**src/rtl/unpadding.sv**
```systemverilog
// Strips a PADDING-wide border from a raster-order square frame of P*P pixels,
// emitting the SIZE*SIZE interior pixels with one cycle of latency.
module unpadding #(
  parameter int N       = 8,
  parameter int CHANNEL = 3,
  parameter int SIZE    = 32,
  parameter int PADDING = 1
) (
  input  logic                 clk,
  input  logic                 rst_n,
  input  logic                 ce,
  input  logic                 input_vld,
  input  logic [CHANNEL*N-1:0] input_din,
  output logic [CHANNEL*N-1:0] unpadding_dout,
  output logic                 unpadding_dout_vld,
  output logic                 unpadding_dout_end
);

  localparam int P  = SIZE + 2 * PADDING;
  localparam int CW = (P > 1) ? $clog2(P) : 1;
  localparam int OW = (SIZE * SIZE > 0) ? $clog2(SIZE * SIZE + 1) : 1;

  localparam logic [CW-1:0] LAST   = CW'(P - 1);
  localparam logic [CW:0]   PAD_X  = (CW + 1)'(PADDING);
  localparam logic [CW:0]   SIZE_X = (CW + 1)'(SIZE);
  localparam logic [OW-1:0] FULL   = OW'(SIZE * SIZE);

  typedef enum logic {
    IDLE,
    RUN
  } state_t;

  state_t          state, state_next;
  logic [CW-1:0]   col, col_next;
  logic [CW-1:0]   row, row_next;
  logic [OW-1:0]   ocnt, ocnt_next, ocnt_inc;
  logic [CW:0]     col_off, row_off;
  logic            interior, last_col, last_px, emit;

  // Offsetting by PADDING in one extra bit turns the two-sided range check into
  // a single unsigned compare: anything left of the border wraps to a large value.
  assign col_off  = {1'b0, col} - PAD_X;
  assign row_off  = {1'b0, row} - PAD_X;
  assign interior = (col_off < SIZE_X) && (row_off < SIZE_X);
  assign last_col = (col == LAST);
  assign last_px  = last_col && (row == LAST);
  assign ocnt_inc = ocnt + OW'(emit);

  always_comb begin
    state_next = state;
    col_next   = col;
    row_next   = row;
    ocnt_next  = ocnt;
    emit       = 1'b0;
    if (input_vld) begin
      emit      = interior;
      ocnt_next = ocnt_inc;
      if (last_col) begin
        col_next = '0;
        row_next = row + CW'(1);
      end else begin
        col_next = col + CW'(1);
      end
      if (last_px) begin
        state_next = IDLE;
        row_next   = '0;
        ocnt_next  = '0;
      end else begin
        state_next = RUN;
      end
    end
  end

  // ce low aborts the frame exactly like reset.
  always_ff @(posedge clk) begin
    if (!rst_n || !ce) begin
      state              <= IDLE;
      col                <= '0;
      row                <= '0;
      ocnt               <= '0;
      unpadding_dout     <= '0;
      unpadding_dout_vld <= 1'b0;
    end else begin
      state              <= state_next;
      col                <= col_next;
      row                <= row_next;
      ocnt               <= ocnt_next;
      unpadding_dout_vld <= emit;
      unpadding_dout     <= emit ? input_din : '0;
      if (input_vld && last_px) begin
        assert (ocnt_inc == FULL);
      end
    end
  end

  assign unpadding_dout_end = (state == IDLE);

endmodule

```
**config.mk**
```make
export PLATFORM = sky130hd
export DESIGN_NAME = unpadding
export DESIGN_NICKNAME = d
export VERILOG_FILES = /design/src/rtl/unpadding.sv
export SDC_FILE = /design/constraint.sdc
export NUM_CORES = 1
export LEC_CHECK = 0
export ABC_AREA = 0
export BUFFER_PORTS_ARGS = -buffer_cell sky130_fd_sc_hd__buf_2
export CAP_MARGIN = 30
export CORE_MARGIN = 10
export CORE_UTILIZATION = 41
export DETAILED_ROUTE_END_ITERATION = 12
export GPL_TIMING_DRIVEN = 0
export PLACE_DENSITY_LB_ADDON = 0.08
export SETUP_SLACK_MARGIN = 0.02
export SLEW_MARGIN = 20
export SYNTH_ARGS = -nofsm -noshare
export SYNTH_HDL_FRONTEND = slang
export SYNTH_SLANG_ARGS = --single-unit
export TNS_END_PERCENT = 50
```
**constraint.sdc**
```tcl
create_clock -name clk -period 1.59 [get_ports clk]
set_clock_uncertainty 0.1 [all_clocks]
set_input_delay 0.159 -clock clk [delete_from_list [all_inputs] [get_ports clk]]
set_output_delay 0.159 -clock clk [all_outputs]
set_load 0.02 [all_outputs]
```
## After elaboration in Yosys (flattened, before gate mapping)

Index checks and enable logic that the tools add are counted.

- Add/sub/neg operators: 4
- $lt $le $gt $ge: 2
- Equality and inequality tests: 2
- Multiplexer cells: 5
- Bitwise logic cells: 2
- Reductions and logical operators: 8

Operators by type and width:

| cell | number |
|---|---|
| $mux 6 | 3 |
| $lt 7x6->1 const B | 2 |
| $sub 6x1->7 const B | 2 |
| $add 6x1->6 const B | 2 |
| $eq 6x6->1 const B | 2 |
| $logic_and 1x1->1 | 2 |
| $logic_not 1->1 | 2 |
| $mux 1 | 2 |
| $not 1->1 | 2 |
| $reduce_and 2->1 | 1 |
| $reduce_bool 2->1 | 1 |
| $reduce_or 2->1 | 1 |
| $logic_or 1x1->1 | 1 |

- Register bits: 38
- Output and inout bits: 26
- Word-level logic and storage cells: 28

## Depth between registers and ports, before layout

- Depth after elaboration: 6
- Depth in mapped cells: 7
- Depth with buffers taken out: 6

## Least setup slack after synthesis

OpenSTA, ideal clock, no wires.

- Kind: register -> register
- Start: register row[0]
- End: register unpadding_dout[10]
- Setup time: 0.063 ns
- Data arrival time: 1.495 ns
- Data required time: 1.427 ns
- Setup slack: -0.068 ns
- Cell stages (with the launch flop): 8
- Clock period less this slack: 1.658 ns
- Cell sequence: dfxtp_1 > inv_1 > ha_1 > o21bai_1 > a21oi_1 > o2111ai_4 > buf_6 > nor2_2

- Word-level cells in the longest chain between the ends: 6

Ends and longest elaborated chain:

| element | line | RTL |
|---|---|---|
| start: declaration | 35 | `logic [CW-1:0] row, row_next;` |
| start signal: assignment | 86 | `row <= row_next;` |
| $sub 6x1->7 | 43 | `assign row_off = {1'b0, row} - PAD_X;` |
| $lt 7x6->1 | 44 | `assign interior = (col_off < SIZE_X) && (row_off < SIZE_X);` |
| $logic_and 1x1->1 | 44 |  |
| $mux 1 | 55 | `if (input_vld) begin` |
| $not 1->1 (no source line) | - |  |
| $reduce_or 2->1 (no source line) | - |  |
| end signal: assignment | 89 | `unpadding_dout <= emit ? input_din : '0;` |
| end: declaration | 14 | `output logic [CHANNEL*N-1:0] unpadding_dout,` |

Every way passes these cells.
A chain may end at the register's enable or synchronous reset.

## Worst setup path after layout

- Start: register row[1]
- End: register unpadding_dout[17]

Same word-level chain as after synthesis.

==> impl_metrics.json <==
{
  "status": "finished clean",
  "critPathCaptureType": "flop",
  "setup_violations": 0,
  "synth_edf_count": 0,
  "cts_root_buffer": "clkbuf_8",
  "dp_hpwl_um": 2790,
  "die-width_um": 81.8,
  "tightestPinTransition_ns": 0.256,
  "wl_per_cell_um": 14.2,
  "utilization_pct": 65.5,
  "startpoint": "row[1]",
  "leakagePower_nw": 0.961,
  "slew_violations": 0,
  "synth_ff_type": "dfxtp_1",
  "dp.cells": 264,
  "cp.arrival_ns": 1.71,
  "portBuffers": 52,
  "synthTopCellsByArea": "dfxtp_1, nand3_1, nor2_2, ha_1, nor2_1",
  "yosysMostFrequentCell": "dfxtp_1",
  "ys_warn_count": 0,
  "cp_cell_sequence": "inv_4, ha_4, o21bai_4, a21oi_4, o2111ai_4, bufbuf_16, nor2_2",
  "synth_cell_type_count": 26,
  "grt_pass1_wl_um": 6520,
  "synth-seq-cells": 38,
  "maxCapViolCount": 0,
  "min_from": "input_din[5]",
  "crit_fanout": 5,
  "netlist_area_um2": 1560,
  "min_period_ns": 1.58,
  "initialDrtViolationCount": 49,
  "antenna_found_initial": 0,
  "core_area_um2": 3690,
  "synth_top_area_share_pct": 48.6,
  "dieArea_um2": 6680,
  "io_pins": 54,
  "hold_path_class": "primary input to flop",
  "worst_path_largest_cell_delay_ns": 0.36,
  "syn_to_final_growth_pct": 54.6,
  "grt_max_degree": 11,
  "cp_top_family": "compound AO/OA/AOI/OAI gates",
  "cts_sinks": 38,
  "p_per_area_nw_per_um2": 682,
  "final_area_um2": 2420,
  "cts_tree": "yes",
  "dr_total_vias": 1422,
  "cp-start-kind": "flop",
  "yosysSeqAreaShare_pct": 48.6,
  "final.fill_count": 306,
  "numCtsBuffers": 5,
  "drive_gt1_share_pct": 53.1,
  "syn_area_per_cell_um2": 9.54,
  "num_rows": 22,
  "grt-ovfl-total": 0,
  "vdd_ir_drop_max_mv": 0.547,
  "grt_use_total_pct": 12.5,
  "rsz0062_at_grt": "true",
  "synthCells": 164,
  "totalWireLength_um": 4180,
  "diodes": 0,
  "synth_commonest_cells": "dfxtp_1, nand3_1, nor2_2, nor2_1, nand2_1",
  "power_mw": 1.65,
  "dpl_worst_slack_ns": -0.224,
  "drt_first_pass_iters": 4,
  "synthArstFlopShare_pct": 0,
  "remaining_drc_errors": 0,
  "postRouteAntennaNets": 0,
  "cp_num_buf_inv": 2,
  "post_dp_cell_area_um2": 1890,
  "slowest_stage": "dfxtp_4",
  "worstSkewPairLatency_ns": 0.28,
  "clkTransAtPathRegs_ns": 0.07,
  "finalHoldViolations": 0,
  "max_freq_mhz": 632,
  "r2r-start": "row[1]",
  "final_cells": 293,
  "clk_path_buf_depth": 2,
  "gp_congestion": 0.760,
  "start_util_pct": 42.4,
  "crit_required_ns": 1.71,
  "grt_pass1_vias": 1431,
  "timing.final.crit_share_pct": 99.5,
  "mappedNetlistNets": 198,
  "fp.dieH_um": 81.8,
  "h-tree-depth": 2,
  "vias_per_cell": 4.85,
  "synth_top_cell_by_area": "dfxtp_1",
  "setup_ws_ns": 0.00781,
  "fin_nets": 279,
  "crit_type": "flop to flop",
  "slew_headroom_pct": 82.9
}
[path summary, 6_finish.rpt]
kind / endpoint / cells past startpoint / slack (ns)
setup / recovery: unpadding_dout[17] / 7 / 0.008
hold / removal: unpadding_dout[5] / 3 / 0.01
setup reg to reg: unpadding_dout[17] / 7 / 0.008
hold reg to reg: state / 2 / 0.37
[kinds of logic after synthesis]
logic type	share of synthesized area (%)
AO/OA/AOI/OAI	5.20
XOR/XNOR	5.04
AND/OR/NAND/NOR	31.4
flip-flops	48.6
adder cells (fa/ha/maj)	4.80
buffers and inverters	4.32
multiplexers	0.640
[state kept, by name, indices dropped and copies added (netlist names)]
register            count
col                     6
row                     6
unpadding_dout         24
unpadding_dout_vld      1
state                   1
[layer usage]
metal	routed length, um	track usage, %	up-vias
met5	0	0	-
met4	52	4.93	0
met3	361	5.90	7
met2	2200	20.5	36
met1	1560	13.7	666
li1	-	-	713
[where the power goes]
group	total (mW)	internal (mW)	switching, mW
clock	0.602	0.301	0.301
sequential	0.954	0.951	0.00339
combinational	0.0919	0.0495	0.0424
total	1.65	1.30	0.346
[cells in the final DEF, fill, tap and decap left out, drive strengths merged]
cell type    instances
buf                 75
nor2                39
dfxtp               38
nand3               30
clkbuf               9
nand2                7
ha                   6
inv                  6
xor2                 5
nand4                5
xnor2                4
nor3                 4
dlygate4sd3          3
a21oi                3
o21bai               2
and4                 2
and3                 1
or3                  1
o2111ai              1
o211ai               1
a21o                 1
mux2i                1
bufbuf               1
[timing repair]
item / CTS / global route
setup endpoints to repair: 36 / 38
pin swaps: 20 / 2
gates cloned: 2 / 2
setup buffers: 10 / 5
gates resized for setup: 29 / 23
hold endpoints to repair: 3 / 0
hold buffers: 3 / 0
[stage by stage]
step                      TNS (ns)  hold WS (ns)
after CTS                  -0.0936       0.00205
after global routing         -1.08        0.0135
after floorplan                  0         0.185
final                            0        0.0113
after detailed placement     -4.17         0.293
after global placement       -3.17         0.294
[worst min-delay path: stages]
cell	delay [ns]
buf_2	0.09
nand3_1	0.07
nor2_2	0.03
[layout make-up]
class,instances,area (um2),area share [%]
Sequential cell,38,776,32.1
Timing Repair Buffer,74,526,21.7
Clock buffer,7,76.3,3.16
Multi-Input combinational cell,113,871,36.0
Inverter,6,25.0,1.04
Tap cell,48,60.1,2.48
Buffer,7,83.8,3.47
Note: power is estimated with default switching activity, not from simulation.
